## config.mk

```make
export PLATFORM = sky130hd
export DESIGN_NAME = calc_sequencer
export DESIGN_NICKNAME = d
export VERILOG_FILES = /design/src/rtl/calc_pkg.sv /design/src/rtl/calc_debounce.sv /design/src/rtl/calc_sequencer.sv
export SDC_FILE = /design/constraint.sdc
export NUM_CORES = 1
export LEC_CHECK = 0
export CAP_MARGIN = 10
export CORE_ASPECT_RATIO = 0.75
export CORE_MARGIN = 2
export CORE_UTILIZATION = 37
export DETAILED_ROUTE_END_ITERATION = 10
export SYNTH_ARGS = -nofsm -noshare
export SYNTH_HDL_FRONTEND = slang
export SYNTH_SLANG_ARGS = --single-unit
```

## constraint.sdc

```tcl
create_clock -name clk -period 2.99 [get_ports clk]
set_input_delay 0.299 -clock clk [delete_from_list [all_inputs] [get_ports clk]]
set_output_delay 0.299 -clock clk [all_outputs]
set_load 0.02 [all_outputs]
```

## src/rtl/calc_pkg.sv

```systemverilog
// Shared types and constants for the calculator sequencer.
package calc_pkg;

  typedef enum logic [2:0] {
    ST_ENTER_A  = 3'd0,
    ST_ENTER_OP = 3'd1,
    ST_ENTER_B  = 3'd2,
    ST_COMPUTE  = 3'd3,
    ST_SHOW     = 3'd4
  } state_t;

  typedef enum logic [1:0] {
    OP_ADD = 2'd0,
    OP_SUB = 2'd1,
    OP_MUL = 2'd2,
    OP_AND = 2'd3
  } opcode_t;

  localparam logic [7:0] ERR_DISPLAY         = 8'hEE;
  localparam int         DEFAULT_ALU_TIMEOUT = 255;

  // Wrap-around +1/-1 on a 4-bit operand.
  function automatic logic [3:0] step_nibble(input logic [3:0] v, input logic dn);
    return dn ? (v - 4'd1) : (v + 4'd1);
  endfunction

endpackage

```

## src/rtl/calc_debounce.sv

```systemverilog
// Button conditioner: 2-flop synchronizer, debounce counter, one-cycle press pulse.
module calc_debounce
  import calc_pkg::*;
#(
  parameter int DEBOUNCE_CYCLES = 16
) (
  input  logic i_clk,
  input  logic i_reset,
  input  logic i_btn,
  output logic o_press
);

  localparam int CW = $clog2(DEBOUNCE_CYCLES + 1);
  localparam logic [CW-1:0] LAST = CW'(DEBOUNCE_CYCLES - 1);

  logic          r_sync1;
  logic          r_sync2;
  logic          r_level;
  logic          r_press;
  logic [CW-1:0] r_cnt;

  // Synchronize, then accept a new level only after it has differed for the full window.
  always_ff @(posedge i_clk) begin
    if (i_reset) begin
      r_sync1 <= 1'b0;
      r_sync2 <= 1'b0;
      r_level <= 1'b0;
      r_press <= 1'b0;
      r_cnt   <= '0;
    end else begin
      r_sync1 <= i_btn;
      r_sync2 <= r_sync1;
      r_press <= 1'b0;
      if (r_sync2 != r_level) begin
        if (r_cnt == LAST) begin
          r_cnt   <= '0;
          r_level <= r_sync2;
          r_press <= r_sync2;
        end else begin
          r_cnt <= r_cnt + CW'(1);
        end
      end else begin
        r_cnt <= '0;
      end
    end
  end

  assign o_press = r_press;

endmodule

```

## src/rtl/calc_sequencer.sv

```systemverilog
// Calculator front end: buttons and rotary edit operands/opcode, drives an
// external ALU, and multiplexes the result onto a two-digit display.
module calc_sequencer
  import calc_pkg::*;
#(
  parameter int DEBOUNCE_CYCLES = 16,
  parameter int REFRESH_CYCLES  = 256,
  parameter int ALU_TIMEOUT     = DEFAULT_ALU_TIMEOUT
) (
  input  logic       clk,
  input  logic       reset,
  input  logic       select_in,
  input  logic       restart_in,
  input  logic       rotary_a,
  input  logic       rotary_b,
  output logic [3:0] alu_a,
  output logic [3:0] alu_b,
  output logic [1:0] alu_op,
  output logic       alu_start,
  input  logic       alu_done,
  input  logic [7:0] alu_result,
  input  logic       alu_error,
  output logic [3:0] digit_nibble,
  output logic       digit_sel,
  output logic       led_flag,
  output logic       sync
);

  localparam int TW = $clog2(ALU_TIMEOUT + 1);
  localparam int RW = $clog2(REFRESH_CYCLES + 1);

  logic          w_sel_press;
  logic          w_rst_press;
  logic          w_step;
  logic          w_dn;
  logic          w_timeout;
  logic          w_ref_wrap;
  logic          w_sel_next;
  logic [7:0]    w_display;
  state_t        w_next_state;

  state_t        r_state;
  logic          r_a_s1, r_a_s2, r_a_prev;
  logic          r_b_s1, r_b_s2;
  logic [3:0]    r_alu_a;
  logic [3:0]    r_alu_b;
  logic [1:0]    r_alu_op;
  logic          r_alu_start;
  logic [7:0]    r_result;
  logic          r_err;
  logic [TW-1:0] r_tmo_cnt;
  logic          r_sync;
  logic [RW-1:0] r_ref_cnt;
  logic          r_digit_sel;
  logic [3:0]    r_digit_nibble;
  logic          r_led;

  calc_debounce #(.DEBOUNCE_CYCLES(DEBOUNCE_CYCLES)) u_select_db (
    .i_clk(clk), .i_reset(reset), .i_btn(select_in), .o_press(w_sel_press)
  );

  calc_debounce #(.DEBOUNCE_CYCLES(DEBOUNCE_CYCLES)) u_restart_db (
    .i_clk(clk), .i_reset(reset), .i_btn(restart_in), .o_press(w_rst_press)
  );

  // Synchronize the quadrature inputs and keep the previous A for edge detection.
  always_ff @(posedge clk) begin
    if (reset) begin
      r_a_s1   <= 1'b0;
      r_a_s2   <= 1'b0;
      r_a_prev <= 1'b0;
      r_b_s1   <= 1'b0;
      r_b_s2   <= 1'b0;
    end else begin
      r_a_s1   <= rotary_a;
      r_a_s2   <= r_a_s1;
      r_a_prev <= r_a_s2;
      r_b_s1   <= rotary_b;
      r_b_s2   <= r_b_s1;
    end
  end

  assign w_step    = r_a_s2 & ~r_a_prev;
  assign w_dn      = r_b_s2;
  assign w_timeout = (r_state == ST_COMPUTE) && (r_tmo_cnt == TW'(ALU_TIMEOUT - 1));

  // State register.
  always_ff @(posedge clk) begin
    if (reset) begin
      r_state <= ST_ENTER_A;
    end else begin
      r_state <= w_next_state;
    end
  end

  // Next-state logic: restart beats select, select beats everything else.
  always_comb begin
    w_next_state = r_state;
    if (w_rst_press) begin
      w_next_state = ST_ENTER_A;
    end else begin
      case (r_state)
        ST_ENTER_A:  w_next_state = w_sel_press ? ST_ENTER_OP : ST_ENTER_A;
        ST_ENTER_OP: w_next_state = w_sel_press ? ST_ENTER_B : ST_ENTER_OP;
        ST_ENTER_B:  w_next_state = w_sel_press ? ST_COMPUTE : ST_ENTER_B;
        ST_COMPUTE:  w_next_state = (alu_done || w_timeout) ? ST_SHOW : ST_COMPUTE;
        ST_SHOW:     w_next_state = w_sel_press ? ST_ENTER_A : ST_SHOW;
        default:     w_next_state = ST_ENTER_A;
      endcase
    end
  end

  // Operand editing, ALU handshake, result latch and state-change pulse.
  always_ff @(posedge clk) begin
    if (reset) begin
      r_alu_a     <= 4'd0;
      r_alu_b     <= 4'd0;
      r_alu_op    <= 2'd0;
      r_alu_start <= 1'b0;
      r_result    <= 8'h00;
      r_err       <= 1'b0;
      r_tmo_cnt   <= '0;
      r_sync      <= 1'b0;
    end else begin
      r_alu_start <= 1'b0;
      r_sync      <= (w_next_state != r_state) || w_rst_press;
      if (w_rst_press) begin
        r_alu_a   <= 4'd0;
        r_alu_b   <= 4'd0;
        r_alu_op  <= 2'd0;
        r_result  <= 8'h00;
        r_err     <= 1'b0;
        r_tmo_cnt <= '0;
      end else begin
        case (r_state)
          ST_ENTER_A: begin
            if (!w_sel_press && w_step) r_alu_a <= step_nibble(r_alu_a, w_dn);
          end
          ST_ENTER_OP: begin
            if (!w_sel_press && w_step) r_alu_op <= w_dn ? (r_alu_op - 2'd1) : (r_alu_op + 2'd1);
          end
          ST_ENTER_B: begin
            if (w_sel_press) begin
              r_alu_start <= 1'b1;
              r_tmo_cnt   <= '0;
            end else if (w_step) begin
              r_alu_b <= step_nibble(r_alu_b, w_dn);
            end
          end
          ST_COMPUTE: begin
            if (alu_done) begin
              r_result <= alu_result;
              r_err    <= alu_error;
            end else if (w_timeout) begin
              r_err <= 1'b1;
            end else begin
              r_tmo_cnt <= r_tmo_cnt + TW'(1);
            end
          end
          default: begin
          end
        endcase
      end
    end
  end

  // Value shown on the two-digit display for the current state.
  always_comb begin
    w_display = 8'h00;
    case (r_state)
      ST_ENTER_A:  w_display = {4'h0, r_alu_a};
      ST_ENTER_OP: w_display = {6'd0, r_alu_op};
      ST_ENTER_B:  w_display = {4'h0, r_alu_b};
      ST_COMPUTE:  w_display = 8'h00;
      ST_SHOW:     w_display = r_err ? ERR_DISPLAY : r_result;
      default:     w_display = 8'h00;
    endcase
  end

  assign w_ref_wrap = (r_ref_cnt == RW'(REFRESH_CYCLES - 1));
  assign w_sel_next = w_ref_wrap ? ~r_digit_sel : r_digit_sel;

  // Digit multiplexing and error LED; nibble follows the digit select it is paired with.
  always_ff @(posedge clk) begin
    if (reset) begin
      r_ref_cnt      <= '0;
      r_digit_sel    <= 1'b0;
      r_digit_nibble <= 4'h0;
      r_led          <= 1'b0;
    end else begin
      r_ref_cnt      <= w_ref_wrap ? '0 : (r_ref_cnt + RW'(1));
      r_digit_sel    <= w_sel_next;
      r_digit_nibble <= w_sel_next ? w_display[7:4] : w_display[3:0];
      r_led          <= (r_state == ST_SHOW) && r_err;
    end
  end

  assign alu_a        = r_alu_a;
  assign alu_b        = r_alu_b;
  assign alu_op       = r_alu_op;
  assign alu_start    = r_alu_start;
  assign digit_nibble = r_digit_nibble;
  assign digit_sel    = r_digit_sel;
  assign led_flag     = r_led;
  assign sync         = r_sync;

endmodule

```

==> results of run 1 <==
[per-layer routing]
layer	part of all wire, %	track usage [%]
met3	5.8	5.54
met4	0.56	4.09
met5	0	0
met1	54	20.2
met2	40	19.8
[cell type report]
class	instances	area, um2
repair buffers	35	345
fillers	829	4560
well taps	108	135
inverters	14	52.6
clock buffers	10	229
clock inverters	3	15.0
flip-flops and latches	70	1400
multi-input cells	244	1610
[logic make-up (layout without fill, tap and decap cells)]
kind of cell	after synthesis	after routing	synth area share, %
xor+xnor	18	18	5.02
buf+inv	28	62	4.14
simple gates	142	142	23.8
fa+ha+maj	15	15	6.38
compound gates	54	54	11.1
mux	15	15	4.90
flops	70	70	44.6
[flip-flops by register name, indices dropped and copies added (netlist names), 2 cells and up]
name and count:
alu_a 4, u_select_db.r_cnt 5, r_ref_cnt 9, alu_b 4, u_restart_db.r_cnt 5, digit_nibble 4, r_result 8, r_tmo_cnt 8
alu_op 2, r_state 3
[report_power, final]
part           internal, mW  switching, mW
logic                0.0461         0.0417
clock network         0.541          0.347
registers             0.947        0.00956
[final timing paths]
check | to | depth (start not counted) | startpoint
setup / recovery | digit_nibble[1]$_SDFF_PP0_ | 8 | r_ref_cnt[0]$_SDFF_PP0_
hold / removal | u_restart_db.r_sync2$_SDFF_PP0_ | 1 | u_restart_db.r_sync1$_SDFF_PP0_
setup reg to reg | digit_nibble[1]$_SDFF_PP0_ | 8 | r_ref_cnt[0]$_SDFF_PP0_
hold reg to reg | u_restart_db.r_sync2$_SDFF_PP0_ | 1 | u_restart_db.r_sync1$_SDFF_PP0_
[critical path, cell delays in order (launching register included)]
cell and delay [ps]:
dfxtp_1 350, ha_1 230, nand3_1 90, nor2_1 100, ha_1 170, xor2_1 480
mux2_2 390, o21ai_0 130, o21ai_0 110
[synthesized netlist by cell type, types with 3 or more instances]
master and number:
a21oi_1 26, nor2_1 34, a2111o_1 3, dfxtp_1 70, nand4_1 4, nand2_1 39
ha_1 12, xor2_1 9, xnor2_1 9, mux2_2 3, and3_1 5, o21ai_0 9
buf_2 4, nor2b_1 14, or3_1 9, inv_1 14, mux2i_1 12, nand3_1 16
clkbuf_1 6, a21o_1 3
[through the flow]
step,total power [mW],setup WS [ps],cells,cell area (um2),util [%]
final,1.93,814,484,3790,45.4
after global routing,2.02,571,484,3790,45.4
after CTS,1.97,821,484,3790,45.4
after detailed placement,1.06,829,471,3540,42.4
after global placement,1.06,857,471,3540,42.4
after floorplan,1.02,1100,342,3140,-
==> run_results.csv, run 1 <==
group,metric,value,unit
outcome,status,"finished, final reports clean",
grt,grt_pass1_wl,10300,um
worst_hold_path,min_path_type,"flip-flop to flip-flop",
timing,min_period,2180,ps
die,coreArea,8350,um2
place,place_hpwl,4300,um
synth,synth_flop_cell,"dfxtp_1",
synth,syn_nets,372,
synth,async_flop_share,0,%
clock_tree,cts_sinks,70,
timing,finalSetupViolCount,0,
clock_tree,cts_buffers,9,
finish,layout_commonest_cell,"dfxtp_1",
die,die_h,83.8,um
synth,syn_avg_cell_area,9.18,um2
clock_tree,cts_max_level,3,
timing,fin_crit_sh,72.8,%
die,rows,29,
pwr,power_density,511,nW/um2
synth,yosys_warnings,0,
synth,synth_seq_cells,70,
pwr,p_leak,1.39,nW
grt,grt_pass1_vias,2146,
timing,skew,7.41,ps
grt,grt_max_degree,24,
finish,layout.nets,404,
die,dieArea,9240,um2
detailed_routing,vias,2343,
clock_tree,cts_resized,0,
finish,diodes,0,
synth,yosysUniqueCellTypes,50,
grt,grtUsageTotal,14.2,%
synth,yosysTopAreaCell,"dfxtp_1",
finish,drive_gt1_share,7.45,%
pwr,ir_worst_vdd,0.317,mV
timing,worstMarginPinSlew,717,ps
synth,synth-edff-count,0,
detailed_routing,routed_wl,6070,um
clock_tree,clk_latency,320,ps
timing,finalHoldViolations,0,
detailed_routing,wire_per_inst,12.5,um
timing,fin_hold_ws,433,ps
detailed_routing,drc,0,
synth,syn-instance-count,342,
synth,synth_top_area_share,44.6,%
clock_tree,clk_pin_slew,50,ps
timing,rsz0062_at_grt,"false",
grt,antenna_found_initial,0,
detailed_routing,via_per_inst,4.84,
timing,fin_tns_setup,0,ps
timing,slew_viol_final,0,
critical_path,critical_path_required,3190,ps
place,port_buffers,33,
grt,grt-ovfl-total,0,
critical_path,crit_type,"flip-flop to flip-flop",
synth,synth_area,3140,um2
clock_tree,holdBufCountCts,0,
synth,synthTopCellsByArea,"dfxtp_1 (45%), ha_1 (4.8%), nand2_1 (4.7%)",
finish,mostFrequentLayoutCells,"dfxtp_1 (70), nand2_1 (39), nor2_1 (34), clkdlybuf4s50_1 (33), a21oi_1 (26)",
clock_tree,cts_tree,"built",
die,dieWidth,110,um
place,gp_congestion,0.793,
detailed_routing,drt_iter0_markers,88,
finish,area_growth,20.6,%
synth,ys_seq_area_share,44.6,%
critical_path,rrSetupSlack,810,ps
detailed_routing,antenna_left,0,
die,start_util,37.6,%
clock_tree,cts-root-buf,"clkbuf_16",
job,drv_cap,0,
critical_path,arrival,2370,ps
clock_tree,cts_setup_buffers,0,
critical_path,path_max_fanout,7,
critical_path,crit_path_end_kind,"flip-flop",
detailed_routing,drt_pass1_iterations,4,
critical_path,crit_path_start_kind,"flip-flop",
die,num_io_pins,34,
timing,fmax,459,MHz
clock_tree,cts_buffer_depth,2,
timing,maxSlewHeadroom,52.1,%
Power figures use the tool's default switching activity.
==> run 2, diff against run 1 <==
- clock period: 2.99 -> 1.95 ns (I/O delays scaled with it)
==> run_results.csv, run 2 (same netlist as run 1, synthesis figures left out) <==
group,metric,value,unit
pwr,p_leak,1.50,nW
detailed_routing,drt_iter0_markers,97,
detailed_routing,wire_per_inst,13.1,um
grt,grt-ovfl-total,0,
clock_tree,holdBufCountCts,0,
pwr,power_density,856,nW/um2
pwr,swShare,19.8,%
timing,maxSlewHeadroom,61.1,%
detailed_routing,vias,2471,
finish,area_growth,27.8,%
critical_path,rrSetupSlack,130,ps
job,drv_cap,0,
finish,layout.nets,419,
place,port_buffers,33,
outcome,status,"finished, final reports clean",
die,coreArea,8350,um2
finish,mostFrequentLayoutCells,"dfxtp_1 (67), nand2_1 (39), nor2_1 (34), clkdlybuf4s50_1 (33), a21oi_1 (26)",
pwr,ir_worst_vdd,0.606,mV
critical_path,crit_start,"r_ref_cnt[4]$_SDFF_PP0_",
finish,largest-register,"r_ref_cnt",
clock_tree,cts_buffer_depth,2,
finish,diodes,0,
timing,rsz0062_at_grt,"false",
timing,fin_tns_setup,0,ps
pwr,power_frac_clock,53.1,%
clock_tree,cts_buffers,9,
grt,grt_pass1_wl,11000,um
die,num_io_pins,34,
finish,final_util,48.1,%
critical_path,crit_path_start_kind,"flip-flop",
critical_path,critical_path_required,2160,ps
finish,reg_top3,"r_ref_cnt (9), r_result (8), r_tmo_cnt (8)",
timing,skew,5.03,ps
worst_hold_path,min_path_type,"primary input to flip-flop",
finish,drive_gt1_share,13.5,%
critical_path,reg2regPathDepth,9,
pwr,p_int,2.76,mW
critical_path,crit_type,"flip-flop to flip-flop",
timing,finalSetupViolCount,0,
timing,min_period,1820,ps
critical_path,r2r-start,"r_ref_cnt[4]$_SDFF_PP0_",
detailed_routing,drc,0,
grt,grt_pass1_vias,2337,
critical_path,r2r-end,"digit_nibble[1]$_SDFF_PP0_",
timing,fmax,549,MHz
die,dieWidth,110,um
place,place_area,3640,um2
clock_tree,clk_pin_slew,50,ps
clock_tree,cts_tree,"built",
critical_path,crit_end,"digit_nibble[1]$_SDFF_PP0_",
detailed_routing,drt_pass1_iterations,4,
grt,antenna_found_initial,0,
critical_path,path_max_fanout,7,
detailed_routing,antenna_left,0,
detailed_routing,via_per_inst,4.92,
detailed_routing,routed_wl,6600,um
critical_path,arrival,2030,ps
timing,fin_crit_sh,93.4,%
die,die_h,83.8,um
finish,largest_reg_flops,9,
clock_tree,cts_max_level,3,
die,rows,29,
timing,worstMarginPinSlew,583,ps
clock_tree,clk_latency,330,ps
clock_tree,cts_sinks,70,
pwr,seqPwrFrac,42.6,%
pwr,combPwrFrac,4.3,%
die,start_util,37.6,%
grt,grtUsageTotal,15.4,%
pwr,p_sw,679,uW
timing,finalHoldViolations,0,
place,place_hpwl,4630,um
clock_tree,cts-root-buf,"clkbuf_16",
die,dieArea,9240,um2
finish,fin_area,4010,um2
timing,slew_viol_final,0,
grt,grt_max_degree,20,
critical_path,crit_path_end_kind,"flip-flop",
place,gp_congestion,0.793,
finish,layout_commonest_cell,"dfxtp_1",
-- run 2: cell count changes in the layout (fill, tap and decap cells not counted), moves of 2 or more --
cell	previous run	this run
bufinv_16	0	2
ha_1	12	10
dfxtp_2	0	3
dfxtp_1	70	67
buf_4	2	17
o21ai_1	0	2
o21ai_0	9	7
clkinv_2	3	0
ha_2	0	2
clkbuf_8	0	3
-- run 2: worst min path at each step --
stage | cells past startpoint | end | slack, ps | startpoint
global route | 2 | r_a_s1$_SDFF_PP0_ | 410 | rotary_a
CTS | 2 | r_a_s1$_SDFF_PP0_ | 400 | rotary_a
finish | 2 | u_select_db.r_sync1$_SDFF_PP0_ | 420 | select_in
floorplan | 1 | r_a_s1$_SDFF_PP0_ | 320 | rotary_a
global placement | 1 | u_select_db.r_sync2$_SDFF_PP0_ | 420 | u_select_db.r_sync1$_SDFF_PP0_
detailed placement | 1 | u_restart_db.r_sync2$_SDFF_PP0_ | 430 | u_restart_db.r_sync1$_SDFF_PP0_
-- run 2: metrics by stage --
step                hold WS (ps)  total power [mW]  cells  worst slack (ps)
global route                 414              3.57    502              9.47
CTS                          401              3.49    500              58.1
floorplan                    323              1.57    342              58.1
global placement             419              1.64    484               124
finish                       416              3.44    502               130
detailed placement           428              1.64    484              70.7
-- run 2: critical path, stage by stage (launching register included) --
cell,delay [ps]
dfxtp_2,340
and3_4,170
nand2_1,70
nor2_1,110
ha_2,180
xor2_1,130
buf_4,170
mux2_2,340
o21ai_1,110
o21ai_1,70
-- run 2: final cells by class --
cell class	count	area (um2)
well taps	108	135
clock buffers	12	267
fillers	805	4330
flip-flops and latches	70	1410
inverters	14	52.6
clock inverters	4	76.3
multi-input cells	244	1620
repair buffers	50	458
-- run 2: power groups by stage --
stage / clock network, mW / registers [mW] / logic (mW)
final: 1.82 / 1.46 / 0.146
after global placement: 0 / 1.50 / 0.145
after detailed placement: 0 / 1.50 / 0.146
after global routing: 1.94 / 1.47 / 0.162
after floorplan: 0 / 1.50 / 0.0707
after CTS: 1.88 / 1.46 / 0.147
-- run 2: repair_timing --
item                                    4_1_cts  5_1_grt
buffers inserted                              0        2
endpoints found under the setup margin        0        3
resized for setup                             0        8
-- run 2: metal layers --
metal | track usage (%) | vias up | share of wire [%]
li1 | - | 1280 | -
met1 | 21.6 | 1134 | 51
met2 | 21.6 | 55 | 42
met3 | 5.85 | 2 | 6.4
met4 | 5.23 | 0 | 0.39
met5 | 0 | - | 0
==> run 3, diff against run 2 <==
- CTS_CLUSTER_DIAMETER: not set -> 40
- PLACE_DENSITY: not set -> 0.55
==> run_results.csv, run 3 (same netlist as run 1, synthesis figures left out) <==
group,metric,value,unit
outcome,status,"finished, final reports clean",
die,start_util,37.6,%
clock_tree,cts_max_level,3,
grt,grtUsageTotal,15.0,%
finish,largest_reg_flops,9,
timing,fin_hold_ws,418,ps
finish,nFillCells,842,
timing,slew_viol_final,0,
timing,skew,4.13,ps
worst_hold_path,holdPathEnd,"r_ref_cnt[0]$_SDFF_PP0_",
worst_hold_path,min_path_cells,1,
place,port_buffers,33,
worst_hold_path,hp-start,"r_ref_cnt[0]$_SDFF_PP0_",
die,dieArea,9240,um2
detailed_routing,drt_iter0_markers,65,
place,gp_congestion,0.775,
die,dieWidth,110,um
detailed_routing,antenna_left,0,
timing,maxSlewHeadroom,61.3,%
clock_tree,cts_sinks,70,
pwr,power_density,781,nW/um2
place,place_hpwl,4640,um
clock_tree,cts-root-buf,"clkbuf_16",
critical_path,crit_type,"flip-flop to flip-flop",
die,die_h,83.8,um
finish,mostFrequentLayoutCells,"dfxtp_1 (69), nand2_1 (39), nor2_1 (33), clkdlybuf4s50_1 (33), a21oi_1 (26)",
grt,grt_pass1_vias,2231,
critical_path,path_max_fanout,6,
detailed_routing,routed_wl,6390,um
critical_path,arrival,2070,ps
place,detailedPlace.worstSlack,104,ps
finish,diodes,0,
detailed_routing,wire_per_inst,12.7,um
finish,drive_gt1_share,12.4,%
detailed_routing,vias,2455,
finish,reg_top3,"r_ref_cnt (9), r_result (8), r_tmo_cnt (8)",
die,num_io_pins,34,
critical_path,crit_path_start_kind,"flip-flop",
critical_path,reg2regPathDepth,9,
finish,largest-register,"r_ref_cnt",
detailed_routing,drt_pass1_iterations,6,
die,rows,29,
timing,fmax,537,MHz
timing,fin_crit_sh,95.6,%
timing,setup_slack,86.2,ps
timing,finalHoldViolations,0,
finish,area_growth,25.3,%
clock_tree,holdBufCountCts,0,
clock_tree,cts_tree,"built",
timing,finalSetupViolCount,0,
worst_hold_path,min_path_type,"flip-flop to flip-flop",
pwr,ir_worst_vdd,0.420,mV
finish,layout_commonest_cell,"dfxtp_1",
finish,final_util,47.2,%
grt,grt-ovfl-total,0,
job,drv_cap,0,
timing,fin_tns_setup,0,ps
clock_tree,clk_pin_slew,50,ps
critical_path,r2r-start,"r_ref_cnt[4]$_SDFF_PP0_",
pwr,p_leak,1.47,nW
grt,grt_max_degree,18,
finish,layout.nets,419,
timing,worstMarginPinSlew,581,ps
detailed_routing,via_per_inst,4.89,
pwr,finalPower,3.07,mW
clock_tree,cts_buffer_depth,2,
clock_tree,clk_latency,330,ps
clock_tree,cts_buffers,9,
critical_path,critical_path_required,2160,ps
grt,grt_pass1_wl,10800,um
critical_path,crit_path_end_kind,"flip-flop",
grt,antenna_found_initial,0,
die,coreArea,8350,um2
detailed_routing,drc,0,
critical_path,r2r-end,"digit_nibble[1]$_SDFF_PP0_",
timing,min_period,1860,ps
critical_path,rrSetupSlack,90,ps
==> run 3: how the worst max path moves through the flow <==
stage	slack, ps	start	endpoint
6_report	90	r_ref_cnt[4]$_SDFF_PP0_	digit_nibble[1]$_SDFF_PP0_
5_1_grt	-0.3	r_ref_cnt[4]$_SDFF_PP0_	digit_nibble[1]$_SDFF_PP0_
4_1_cts	90	r_ref_cnt[4]$_SDFF_PP0_	digit_nibble[1]$_SDFF_PP0_
3_5_place_dp	100	r_ref_cnt[4]$_SDFF_PP0_	digit_nibble[1]$_SDFF_PP0_
3_3_place_gp	90	r_ref_cnt[4]$_SDFF_PP0_	digit_nibble[1]$_SDFF_PP0_
2_1_floorplan	60	r_ref_cnt[0]$_SDFF_PP0_	digit_nibble[1]$_SDFF_PP0_
==> run 3: cell type report <==
class                   count  area, um2  share of cell area (%)
flip-flops and latches     70       1400                    35.6
well taps                 108        135                    3.43
inverters                  14       52.6                    1.34
repair buffers             50        458                    11.6
clock inverters             4       22.5                   0.572
clock buffers              12        246                    6.26
multi-input cells         244       1620                    41.1
==> run 3: timing repair <==
action,in CTS,in global routing
gates resized for setup,0,4
endpoints found under the hold margin,0,0
endpoints found under the setup margin,0,3
setup buffers,0,1
==> run 3: metal layers <==
| metal | global-route usage (%) | vias up | part of all wire (%) |
|---|---|---|---|
| li1 | - | 1277 | - |
| met1 | 21.8 | 1122 | 52 |
| met2 | 20.1 | 51 | 41 |
| met3 | 4.76 | 5 | 5.3 |
| met4 | 6.48 | 0 | 1.3 |
| met5 | 0 | - | 0 |
==> run 3: worst max-delay path, cell delays in order, from the launching register on <==
cell	delay [ps]
dfxtp_1	360
and3_4	190
nand2_1	70
nor2_1	110
ha_1	170
xor2_1	140
buf_4	170
mux2_2	330
o21ai_0	120
o21ai_0	90
==> run 3: where the power goes <==
group / internal, mW / total [mW] / switching, mW
clock: 0.888 / 1.46 / 0.575
sequential: 1.45 / 1.47 / 0.0140
combinational: 0.0786 / 0.146 / 0.0677
total: 2.42 / 3.07 / 0.656
==> run 3: metrics by stage <==
| step | instance area (um2) | std cells |
|---|---|---|
| floorplan | 3140 | 342 |
| CTS | 3920 | 501 |
| finish | 3940 | 502 |
| detailed placement | 3650 | 485 |
| global placement | 3650 | 485 |
| global route | 3940 | 502 |
